### src/rtl/pairing_host_ctrl.sv
// Host-side sequencer driving the bit-serial register-file port of a pairing core.
// Optional run watchdog enabled by defining PAIRING_CTRL_TIMEOUT_EN.
module pairing_host_ctrl #(
  parameter int WIDTH          = 198,
  parameter int ADDR_W         = 6,
  parameter int TIMEOUT_CYCLES = 2**20
) (
  input  logic              clk,
  input  logic              reset,
  input  logic              cmd_valid,
  output logic              cmd_ready,
  input  logic [1:0]        cmd_op,
  input  logic [ADDR_W-1:0] cmd_addr,
  input  logic [WIDTH-1:0]  cmd_wdata,
  output logic              rsp_valid,
  output logic [WIDTH-1:0]  rsp_data,
  output logic              run_done,
  output logic              busy,
  output logic              error,
  output logic              core_reset,
  output logic              core_sel,
  output logic [ADDR_W-1:0] core_addr,
  output logic              core_update,
  output logic              core_ready,
  output logic              core_i,
  output logic              core_w,
  input  logic              core_o,
  input  logic              core_done
);

  localparam int CNT_W = $clog2(WIDTH);
  localparam logic [CNT_W-1:0] LAST = CNT_W'(WIDTH - 1);

  localparam logic [1:0] OP_WR  = 2'b00;
  localparam logic [1:0] OP_RD  = 2'b01;
  localparam logic [1:0] OP_RUN = 2'b10;

  typedef enum logic [2:0] {
    S_IDLE,
    S_PREP,
    S_LOAD,
    S_SHIFT,
    S_COMMIT,
    S_RESP,
    S_RUNRST,
    S_RUNWAIT
  } state_e;

  state_e            state_q, state_d;
  logic              op_wr_q, op_wr_d;
  logic [WIDTH-1:0]  sr_q, sr_d;
  logic [CNT_W-1:0]  cnt_q, cnt_d;
  logic              done_q;
  logic              done_rise;
  logic              tmo_hit;

  logic              cmd_ready_q, cmd_ready_d;
  logic              rsp_valid_q, rsp_valid_d;
  logic [WIDTH-1:0]  rsp_data_q, rsp_data_d;
  logic              run_done_q, run_done_d;
  logic              busy_q, busy_d;
  logic              error_q, error_d;
  logic              core_reset_q, core_reset_d;
  logic              core_sel_q, core_sel_d;
  logic [ADDR_W-1:0] core_addr_q, core_addr_d;
  logic              core_update_q, core_update_d;
  logic              core_ready_q, core_ready_d;
  logic              core_i_q, core_i_d;
  logic              core_w_q, core_w_d;

  assign done_rise = core_done & ~done_q;

`ifdef PAIRING_CTRL_TIMEOUT_EN
  localparam int TO_W = $clog2(TIMEOUT_CYCLES + 1);
  localparam logic [TO_W-1:0] TO_LAST = TO_W'(TIMEOUT_CYCLES - 1);

  logic [TO_W-1:0] to_q, to_d;

  always_comb begin
    to_d = '0;
    if (state_q == S_RUNWAIT) to_d = to_q + 1'b1;
  end

  assign tmo_hit = (state_q == S_RUNWAIT) && (to_q == TO_LAST);

  always_ff @(posedge clk or negedge reset) begin
    if (!reset) to_q <= '0;
    else        to_q <= to_d;
  end
`else
  logic unused_tmo;
  assign unused_tmo = (TIMEOUT_CYCLES == 0);
  assign tmo_hit    = 1'b0;
`endif

  always_comb begin
    state_d      = state_q;
    op_wr_d      = op_wr_q;
    sr_d         = sr_q;
    cnt_d        = cnt_q;
    rsp_data_d   = rsp_data_q;
    error_d      = error_q;
    core_reset_d = core_reset_q;
    core_addr_d  = core_addr_q;
    rsp_valid_d  = 1'b0;
    run_done_d   = 1'b0;

    unique case (state_q)
      S_IDLE: begin
        if (cmd_valid) begin
          unique case (cmd_op)
            OP_WR, OP_RD: begin
              state_d     = S_PREP;
              op_wr_d     = (cmd_op == OP_WR);
              sr_d        = cmd_wdata;
              core_addr_d = cmd_addr;
            end
            OP_RUN: begin
              state_d      = S_RUNRST;
              error_d      = 1'b0;
              core_reset_d = 1'b1;
            end
            default: ;
          endcase
        end
      end
      S_PREP: begin
        state_d = S_LOAD;
      end
      S_LOAD: begin
        state_d = S_SHIFT;
        cnt_d   = '0;
      end
      S_SHIFT: begin
        cnt_d = cnt_q + 1'b1;
        // one register serves both directions: LSB out, core_o in at MSB
        sr_d  = {(op_wr_q ? 1'b0 : core_o), sr_q[WIDTH-1:1]};
        if (cnt_q == LAST) begin
          if (op_wr_q) begin
            state_d = S_COMMIT;
          end else begin
            state_d     = S_RESP;
            rsp_valid_d = 1'b1;
            rsp_data_d  = {core_o, sr_q[WIDTH-1:1]};
          end
        end
      end
      S_COMMIT: begin
        state_d = S_IDLE;
      end
      S_RESP: begin
        state_d = S_IDLE;
      end
      S_RUNRST: begin
        state_d      = S_RUNWAIT;
        core_reset_d = 1'b0;
      end
      S_RUNWAIT: begin
        if (done_rise) begin
          state_d    = S_IDLE;
          run_done_d = 1'b1;
        end else if (tmo_hit) begin
          state_d      = S_IDLE;
          run_done_d   = 1'b1;
          error_d      = 1'b1;
          core_reset_d = 1'b1;
        end
      end
      default: begin
        state_d = S_IDLE;
      end
    endcase

    // a write forces the core FSM silent before touching its registers
    if (state_d == S_PREP && op_wr_d) core_reset_d = 1'b1;

    cmd_ready_d   = (state_d == S_IDLE);
    busy_d        = (state_d != S_IDLE);
    core_sel_d    = state_d inside {S_PREP, S_LOAD, S_SHIFT, S_COMMIT, S_RESP};
    core_update_d = (state_d == S_LOAD);
    core_ready_d  = (state_d == S_SHIFT);
    core_w_d      = (state_d == S_COMMIT);
    core_i_d      = (state_d == S_SHIFT) && op_wr_d && sr_d[0];
  end

  always_ff @(posedge clk or negedge reset) begin
    if (!reset) begin
      state_q       <= S_IDLE;
      op_wr_q       <= 1'b0;
      sr_q          <= '0;
      cnt_q         <= '0;
      done_q        <= 1'b0;
      cmd_ready_q   <= 1'b1;
      rsp_valid_q   <= 1'b0;
      rsp_data_q    <= '0;
      run_done_q    <= 1'b0;
      busy_q        <= 1'b0;
      error_q       <= 1'b0;
      core_reset_q  <= 1'b1;
      core_sel_q    <= 1'b0;
      core_addr_q   <= '0;
      core_update_q <= 1'b0;
      core_ready_q  <= 1'b0;
      core_i_q      <= 1'b0;
      core_w_q      <= 1'b0;
    end else begin
      state_q       <= state_d;
      op_wr_q       <= op_wr_d;
      sr_q          <= sr_d;
      cnt_q         <= cnt_d;
      done_q        <= core_done;
      cmd_ready_q   <= cmd_ready_d;
      rsp_valid_q   <= rsp_valid_d;
      rsp_data_q    <= rsp_data_d;
      run_done_q    <= run_done_d;
      busy_q        <= busy_d;
      error_q       <= error_d;
      core_reset_q  <= core_reset_d;
      core_sel_q    <= core_sel_d;
      core_addr_q   <= core_addr_d;
      core_update_q <= core_update_d;
      core_ready_q  <= core_ready_d;
      core_i_q      <= core_i_d;
      core_w_q      <= core_w_d;
    end
  end

  assign cmd_ready   = cmd_ready_q;
  assign rsp_valid   = rsp_valid_q;
  assign rsp_data    = rsp_data_q;
  assign run_done    = run_done_q;
  assign busy        = busy_q;
  assign error       = error_q;
  assign core_reset  = core_reset_q;
  assign core_sel    = core_sel_q;
  assign core_addr   = core_addr_q;
  assign core_update = core_update_q;
  assign core_ready  = core_ready_q;
  assign core_i      = core_i_q;
  assign core_w      = core_w_q;

endmodule

### config.mk
export PLATFORM = sky130hd
export DESIGN_NAME = pairing_host_ctrl
export DESIGN_NICKNAME = d
export VERILOG_FILES = /design/src/rtl/pairing_host_ctrl.sv
export SDC_FILE = /design/constraint.sdc
export NUM_CORES = 1
export LEC_CHECK = 0
export CELL_PAD_IN_SITES_DETAIL_PLACEMENT = 2
export CELL_PAD_IN_SITES_GLOBAL_PLACEMENT = 2
export CORE_MARGIN = 3
export CORE_UTILIZATION = 30
export CTS_BUF_LIST = sky130_fd_sc_hd__clkbuf_2 sky130_fd_sc_hd__clkbuf_4 sky130_fd_sc_hd__clkbuf_8
export DETAILED_ROUTE_END_ITERATION = 10
export DONT_BUFFER_PORTS = 1
export PLACE_DENSITY_LB_ADDON = 0.1
export RECOVER_POWER = 50
export SETUP_SLACK_MARGIN = 0.05
export SLEW_MARGIN = 20
export SYNTH_ARGS = -nofsm -noshare
export SYNTH_HDL_FRONTEND = slang
export SYNTH_SLANG_ARGS = --single-unit
### constraint.sdc
create_clock -name clk -period 4.35 [get_ports clk]
set_clock_uncertainty 0.15 [all_clocks]
set_input_delay 0.87 -clock clk [delete_from_list [all_inputs] [get_ports clk]]
set_output_delay 0.87 -clock clk [all_outputs]
set_load 0.005 [all_outputs]
==> impl_metrics.tcl, run 1 <==
set metrics [dict create \
    required_ps 4700 \
    drc_errors 0 \
    r2r-start "state_q[0]" \
    cts_post_setup_buffers_inserted 0 \
    synth.area.top_cells "dfrtp_1 (63%), mux2_2 (13%), nand2_1 (9.4%)" \
    cts_resized 0 \
    die_h_um 243.1 \
    yosys_warnings 0 \
    finalHoldWorstSlack_ps -208.8 \
    design_area_mm2 0.01922 \
    fin_ws_ps 1091 \
    cts_tree "done" \
    multiInputGateArea_mm2 0.005762 \
    critPathArrivalTime_ps 3610 \
    finalSetupViolCount 0 \
    rr_endpoint "rsp_data[94]" \
    nNetsFinal 1617 \
    power_mw 10.77 \
    cts.reportedPaths.clkPinSlew_ps 60 \
    cp-start-kind "flop" \
    first_iter_violations 535 \
    hold_path.class "input port to async pin" \
    dr.pass1.iters 5 \
    insertion_delay_ps 630 \
    setup_tns_ps 0 \
    rsz0062_at_grt "false" \
    start_util_pct 30.49 \
    crit_start "state_q[0]" \
    cts_buffers 79 \
    failed_checks "negative hold slack, max-slew violations" \
    p_int_mw 7.669 \
    ff_latch_area_mm2 0.01064 \
    grt_remaining_overflow 0 \
    finalWirelength_um 51880 \
    fillers 5858 \
    netlist.area_leader.share_pct 62.76 \
    final-hold-violation-count 114 \
    via_count 11150 \
    p_switching_mw 3.104 \
    area_growth_pct 13.98 \
    report.final.slew_viol_count 239 \
    postSynthAreaPerCell_um2 11.99 \
    dpl-instance-area_mm2 0.01750 \
    hpwl_um 32220 \
    ys_seq_area_share_pct 63.07 \
    irDropWorstVdd_v 0.0002673 \
    fmax_ghz 0.3068 \
    gp_congestion 0.7558 \
    place_ws_ps 1072 \
    wire_per_inst_um 23.40 \
    syn_inst 1407 \
    htreeDepth 3 \
    r2r_slack_ps 1090 \
    final_cells 2217 \
    root_buffer "clkbuf_8" \
    grt_pass1_vias 12360 \
    yosysTopAreaCell "dfrtp_1" \
    clkPwrFrac_pct 38.3 \
    fp.dieW_um 243.1 \
    post-route-util_pct 34.76 \
    swShare_pct 28.81 \
    period_share_pct 74.92 \
    ant_nets 0 \
    endpoint "rsp_data[94]" \
    period_minus_slack_ps 3259 \
    ys_top_cells_by_count "dfrtp_1 (423), nand2_1 (421), mux2_2 (198)" \
    die_area_mm2 0.05910 \
    tightest_slew_ps 2236 \
    placedCellCount 2071 \
    io_pins 426 \
    power.density_mw_per_mm2 560.4 \
    reg2reg_depth 5 \
    drive_gt1_share_pct 24.25 \
    cp_max_fo 111 \
    clk_path_buf_depth 3 \
    synth_nets 1620 \
    power_frac_comb_pct 12.7 \
    cts_sinks 425 \
    row_count 86 \
    grt.total_usage_pct 17.40 \
    run_status "complete, but fails checks" \
    synth.most_common_cell "dfrtp_1" \
    p_seq_share_pct 49.0 \
    syn_area_mm2 0.01687 \
    leakage_nw 9.685 \
    critical_path_class "flop to flop" \
    grt_max_degree 426 \
    grt_pass1_wl_um 80310 \
    synth-main-ff-cell "dfrtp_1" \
    vias_per_cell 5.029 \
    io_buffers 0 \
    antenna_found_initial 4 \
    ys_ff_latch 425 \
    synth.distinct_cells 37 \
    synth-edff-count 0 \
    coreArea_mm2 0.05531 \
    endpoint_kind "flop" \
    async_flop_share_pct 100.0 \
    slew_headroom_pct -49.05 \
    drv_cap 0 \
]
==> registers in the layout, indices dropped and copies added, names as in the netlist <==
name         count
core_i           1
core_addr        6
cnt_q            8
rsp_data       198
done_q           1
core_ready       1
core_reset       1
rsp_valid        1
sr_q           198
core_update      1
core_sel         1
busy             1
state_q          3
cmd_ready        1
op_wr_q          1
run_done         1
core_w           1
==> power by group through the flow <==
stage                     clock [mW]  sequential, mW  combinational (mW)
after CTS                       4.32            5.28                1.42
after detailed placement           0            5.34                1.41
after global placement             0            5.31                1.36
final                           4.13            5.28                1.37
after global routing            4.52            5.39                1.60
after floorplan                    0            5.11                1.10
==> cells by family (layout without fill, tap and decap cells) <==
group	Yosys count	count (layout)	synth area share, %
buf+inv	99	156	2.849
mux	198	198	13.22
compound gates	221	221	9.785
simple gates	461	461	10.91
flops	425	425	63.07
fa+ha+maj	2	2	0.1483
other cells	1	6	0.02223
==> worst min-delay path by stage <==
stage	start	end	slack (ps)
6_report	reset	rsp_data[40]	-210
5_1_grt	reset	rsp_data[40]	-290
4_1_cts	reset	sr_q[61]	-290
3_5_place_dp	sr_q[0]	sr_q[0]	330
3_3_place_gp	sr_q[0]	sr_q[0]	310
2_1_floorplan	sr_q[0]	sr_q[0]	290
==> cell usage in the layout (no fill, tap or decap), types with 2 or more instances in the layout <==
cell type	synthesis	routed
a21o_1	4	4
a21oi_1	2	2
a221o_1	2	2
a22o_1	6	6
a22oi_1	197	197
a31oi_1	2	2
and3_1	4	4
buf_12	0	6
buf_4	13	3
clkbuf_4	0	32
clkbuf_8	0	102
clkinv_2	0	3
clkinvlp_4	0	3
dfrtp_1	423	423
dfstp_2	2	2
diode_2	0	5
ha_1	2	2
inv_1	6	6
mux2_2	198	198
nand2_1	421	421
nand3_1	5	5
nand3b_1	3	3
nor2_1	4	4
nor2_4	0	2
nor2b_1	2	2
nor3_1	7	7
nor3b_1	3	3
o21ai_0	5	5
or4_1	2	2
==> routing by layer <==
metal	GRT usage (%)	up-vias	routed length (µm)
met3	7.490	74	4352
met1	20.90	5873	21330
met5	0	-	0
met2	28.43	302	25030
li1	-	4900	-
met4	5.062	0	1163
==> layout make-up <==
class	count	share of cell area, %
diodes	5	0.06508
clock buffers	134	8.552
flip-flops and latches	425	55.33
clock inverters	7	0.3514
inverters	6	0.1171
repair buffers	9	0.7419
well taps	748	4.868
multi-input cells	883	29.97
==> worst max-delay path, cell delays in order, from the launching register on <==
cell	delay, ps
dfrtp_1	710
and3b_4	710
nand3_1	260
nor2_4	210
buf_12	450
mux2_2	410
Note: power is estimated with default switching activity, not from simulation.
==> run 2: changes to the inputs <==
==> constraint.sdc (replaced) <==
create_clock -name clk -period 2.9 [get_ports clk]
set_clock_uncertainty 0.15 [all_clocks]
set_input_delay 0.58 -clock clk [delete_from_list [all_inputs] [get_ports clk]]
set_output_delay 0.58 -clock clk [all_outputs]
set_load 0.005 [all_outputs]
==> run 2 against run 1 <==
Non-clock buffer count up 222. Total power grew 55%. The flow finishes with violations (negative hold slack). Die area is the same. Cell area up 12%. Final cell count rose by 10%. Utilization is 4.1 points higher. Sequential share of layout area decreased by 5.9 points. Critical path type unchanged.
==> impl_metrics.tcl, run 2 (synthesis results as in run 1) <==
set metrics [dict create \
    run_status "complete, but fails checks" \
    failed_checks "negative hold slack" \
    nNetsFinal 1841 \
    irDropWorstVdd_v 0.0003597 \
    tightest_slew_ps 1456 \
    io_buffers 0 \
    root_buffer "clkbuf_8" \
    ant_nets 0 \
    mostFrequentLayoutCell "dfrtp_1" \
    finalSetupViolCount 0 \
    placedCellCount 2086 \
    cts_resized 0 \
    power.density_mw_per_mm2 774.7 \
    antenna_found_initial 6 \
    row_count 86 \
    wire_per_inst_um 22.20 \
    grt_max_degree 426 \
    endpoint_kind "flop" \
    final_cells 2443 \
    coreArea_mm2 0.05531 \
    vias_per_cell 4.949 \
    insertion_delay_ps 650 \
    rsz0062_at_grt "false" \
    die_area_mm2 0.05910 \
    dr.pass1.iters 4 \
    clk_path_buf_depth 3 \
    fp.dieW_um 243.1 \
    hpwl_um 33280 \
    finalHoldWorstSlack_ps -523.8 \
    htreeDepth 3 \
    grt.total_usage_pct 18.32 \
    cts_tree "done" \
    fmax_ghz 0.3903 \
    required_ps 3330 \
    setup_tns_ps 0 \
    report.final.slew_viol_count 0 \
    cts_post_setup_buffers_inserted 0 \
    first_iter_violations 664 \
    drive_gt1_share_pct 22.06 \
    slew_headroom_pct 2.966 \
    drc_errors 0 \
    period_minus_slack_ps 2562 \
    start_util_pct 30.49 \
    hold_path.class "input port to async pin" \
    area_growth_pct 27.51 \
    grt_pass1_wl_um 85460 \
    power_mw 16.66 \
    drv_cap 0 \
    finalWirelength_um 54240 \
    period_share_pct 88.35 \
    via_count 12090 \
    layout_common_cells "dfrtp_1 (423), nand2_1 (421), dlygate4sd3_1 (207)" \
    cp_max_fo 66 \
    critical_path_class "flop to flop" \
    cts_hold_buf 207 \
    cts.reportedPaths.clkPinSlew_ps 60 \
    cp-start-kind "flop" \
    cts_buffers 81 \
    gp_congestion 0.7645 \
    final-hold-violation-count 423 \
    leakage_nw 10.66 \
    critPathArrivalTime_ps 2990 \
    cts_sinks 425 \
    grt_pass1_vias 13680 \
    die_h_um 243.1 \
    grt_remaining_overflow 0 \
    io_pins 426 \
]
==> run 2: path summary, 6_finish.rpt <==
check | cells after the start | from | slack (ps) | to
max | 6 | state_q[2] | 340 | sr_q[36]
min | 0 | reset | -520 | rsp_data[39]
max reg2reg | 6 | state_q[2] | 340 | sr_q[36]
min reg2reg | 1 | sr_q[0] | 320 | sr_q[0]
max in group asynchronous | 0 | reset | 1930 | cnt_q[6]
min in group clk | 3 | core_done | 120 | state_q[0]
==> run 2: where the power goes <==
| part | total [mW] | switching, mW | leakage [nW] | internal [mW] |
|---|---|---|---|---|
| clock | 6.35 | 2.66 | 0.929 | 3.70 |
| combinational | 2.37 | 1.30 | 3.94 | 1.07 |
| sequential | 7.94 | 0.939 | 5.79 | 7.00 |
==> run 2: critical path, cell delays in order, from the launching register on <==
cell	delay (ps)
dfrtp_1	490
or3b_1	490
nor3_4	280
buf_12	380
buf_4	380
a22oi_1	140
nand2_1	110
==> run 2: cell type report <==
cell class | count | area (µm²)
clock inverter | 14 | 115.1
inverter | 6 | 22.52
sequential | 425 | 10640
multi-input combinational | 883 | 5762
clock buffer | 132 | 1654
tap | 748 | 935.9
timing repair buffer | 231 | 2370
antenna | 4 | 10.01
fill | 5768 | 33800
==> run 2: through the flow <==
step | hold WS (ps) | setup slack [ps] | utilization (%) | area, µm²
2_1_floorplan | 134.4 | 805.9 | - | 16870
3_3_place_gp | 145.0 | 454.7 | 31.94 | 17660
3_5_place_dp | 147.4 | 378.5 | 31.94 | 17660
4_1_cts | -606.6 | 395.1 | 38.88 | 21500
5_1_grt | -616.7 | 168.2 | 38.89 | 21510
6_report | -523.8 | 337.8 | 38.89 | 21510
==> run 2: routing by layer <==
layer,part of all wire [%],GRT usage (%),vias to the layer above
li1,-,-,5355
met1,42,22.88,6322
met2,49,29.78,313
met3,7.1,6.628,94
met4,2.3,5.501,6
met5,0.087,0,-
==> run 3: changes to the inputs <==
--- a/config.mk
+++ b/config.mk
@@ -12,7 +12,7 @@
 export CTS_BUF_LIST = sky130_fd_sc_hd__clkbuf_2 sky130_fd_sc_hd__clkbuf_4 sky130_fd_sc_hd__clkbuf_8
 export DETAILED_ROUTE_END_ITERATION = 10
 export DONT_BUFFER_PORTS = 1
-export PLACE_DENSITY_LB_ADDON = 0.1
+export PLACE_DENSITY_LB_ADDON = 0.12
 export RECOVER_POWER = 50
 export SETUP_SLACK_MARGIN = 0.05
 export SLEW_MARGIN = 20
==> run 3 against run 2 <==
The flow finishes with violations (negative hold slack, max-slew violations). First-iteration DRC count shrank 11%. Non-clock buffer count grew 6. Worst setup slack gained 190 ps. Clock power shrank 3.8%. Cell area shrank 0.17%. Flip-flop and latch count is the same. Hold slack gained 21 ps. Fmax grew 8.0%. Critical path depth shrank 1. Sequential share of layout area grew 0.087 points. Global-route usage grew 0.055 points. Largest cell class unchanged. Largest power group unchanged.
==> impl_metrics.tcl, run 3 (synthesis results as in run 1) <==
set metrics [dict create \
    dr.max_layer_used "met5" \
    nNetsFinal 1846 \
    cts_resized 0 \
    dpl-instance-area_mm2 0.01772 \
    required_ps 3270 \
    grt_max_degree 426 \
    r2r_slack_ps 530 \
    root_buffer "clkbuf_8" \
    cp_max_fo 33 \
    grt_remaining_overflow 0 \
    drc_errors 0 \
    irDropWorstVdd_v 0.0003388 \
    tightest_slew_ps 2293 \
    cts_post_setup_buffers_inserted 0 \
    layout_common_cells "dfrtp_1 (423), nand2_1 (421), dlygate4sd3_1 (207)" \
    power.density_mw_per_mm2 765.1 \
    leakage_nw 10.66 \
    row_count 86 \
    antenna_found_initial 5 \
    cts_tree "done" \
    drive_gt1_share_pct 21.89 \
    drv_cap 0 \
    path_cells "and3b_4, nand3_1, nor2_4, buf_4, mux2_2" \
    path_buf_inv 1 \
    period_minus_slack_ps 2372 \
    finalHoldWorstSlack_ps -502.7 \
    first_iter_violations 592 \
    fp.dieW_um 243.1 \
    grt.total_usage_pct 18.37 \
    rsz0062_at_grt "false" \
    dr_wl_met2_um 26220 \
    ant_nets 0 \
    period_share_pct 81.81 \
    io_pins 426 \
    insertion_delay_ps 640 \
    report.final.slew_viol_count 230 \
    die_h_um 243.1 \
    finalWirelength_um 54480 \
    hpwl_um 33700 \
    grt_pass1_vias 13840 \
    htreeDepth 3 \
    mostFrequentLayoutCell "dfrtp_1" \
    cts_buffers 80 \
    die_area_mm2 0.05910 \
    final_cells 2438 \
    critPathArrivalTime_ps 2740 \
    setup_tns_ps 0 \
    cts_sinks 425 \
    io_buffers 0 \
    dr.pass1.iters 6 \
    cts.reportedPaths.clkPinSlew_ps 60 \
    cp-start-kind "flop" \
    m1WireLength_um 22050 \
    fmax_ghz 0.4215 \
    fillers 5779 \
    start_util_pct 30.49 \
    run_status "complete, but fails checks" \
    multiInputGateArea_mm2 0.005762 \
    endpoint_kind "flop" \
    gp_congestion 0.7391 \
    grt_pass1_wl_um 85440 \
    failed_checks "negative hold slack, max-slew violations" \
    clk_path_buf_depth 3 \
    vias_per_cell 4.935 \
    hold_path.class "input port to async pin" \
    wire_per_inst_um 22.34 \
    final-hold-violation-count 361 \
    critical_path_class "flop to flop" \
    via_count 12030 \
    met3_length_um 4331 \
    finalSetupViolCount 0 \
    slew_headroom_pct -52.84 \
    cts_hold_buf 207 \
    place_ws_ps 440.3 \
    post-route-util_pct 38.82 \
    critPathSlowestCell "dfrtp_1" \
    placedCellCount 2092 \
    cp_top_family "simple AND/OR/NAND/NOR gates" \
    design_area_mm2 0.02147 \
    coreArea_mm2 0.05531 \
    slowest_delay_ps 540 \
    power_mw 16.43 \
    fin_ws_ps 527.5 \
    area_growth_pct 27.29 \
    ff_latch_area_mm2 0.01064 \
]
-- run 3: routing by layer --
layer	up-vias	global-route usage, %
met2	320	29.85
met5	-	0
li1	5341	-
met4	2	7.118
met3	109	7.280
met1	6260	21.91
-- run 3: cell type report --
class / count / share of cell area [%]
flip-flops and latches: 425 / 49.55
clock inverters: 5 / 0.1457
inverters: 6 / 0.1049
multi-input cells: 883 / 26.84
well taps: 748 / 4.359
diodes: 4 / 0.04662
clock buffers: 130 / 7.634
repair buffers: 237 / 11.32
-- run 3: power breakdown --
| part | leakage [nW] | internal, mW | switching, mW |
|---|---|---|---|
| registers | 5.79 | 7.00 | 0.927 |
| logic | 3.98 | 1.09 | 1.30 |
| clock network | 0.889 | 3.54 | 2.57 |
| total | 10.7 | 11.6 | 4.80 |
-- run 3: final timing paths --
path                                  from            to  depth (start not counted)
max in group asynchronous            reset  core_addr[2]                          0
worst max-delay path            state_q[0]  rsp_data[46]                          5
worst min-delay path                 reset      sr_q[92]                          0
min in group clk                 core_done    state_q[0]                          3
worst min register to register     sr_q[0]       sr_q[0]                          1
worst max register to register  state_q[0]  rsp_data[46]                          5
-- run 3: worst register-to-register path, cell delays in order, from the launching register on --
cell,delay [ps]
dfrtp_1,540
and3b_4,350
nand3_1,170
nor2_4,150
buf_4,440
mux2_2,460
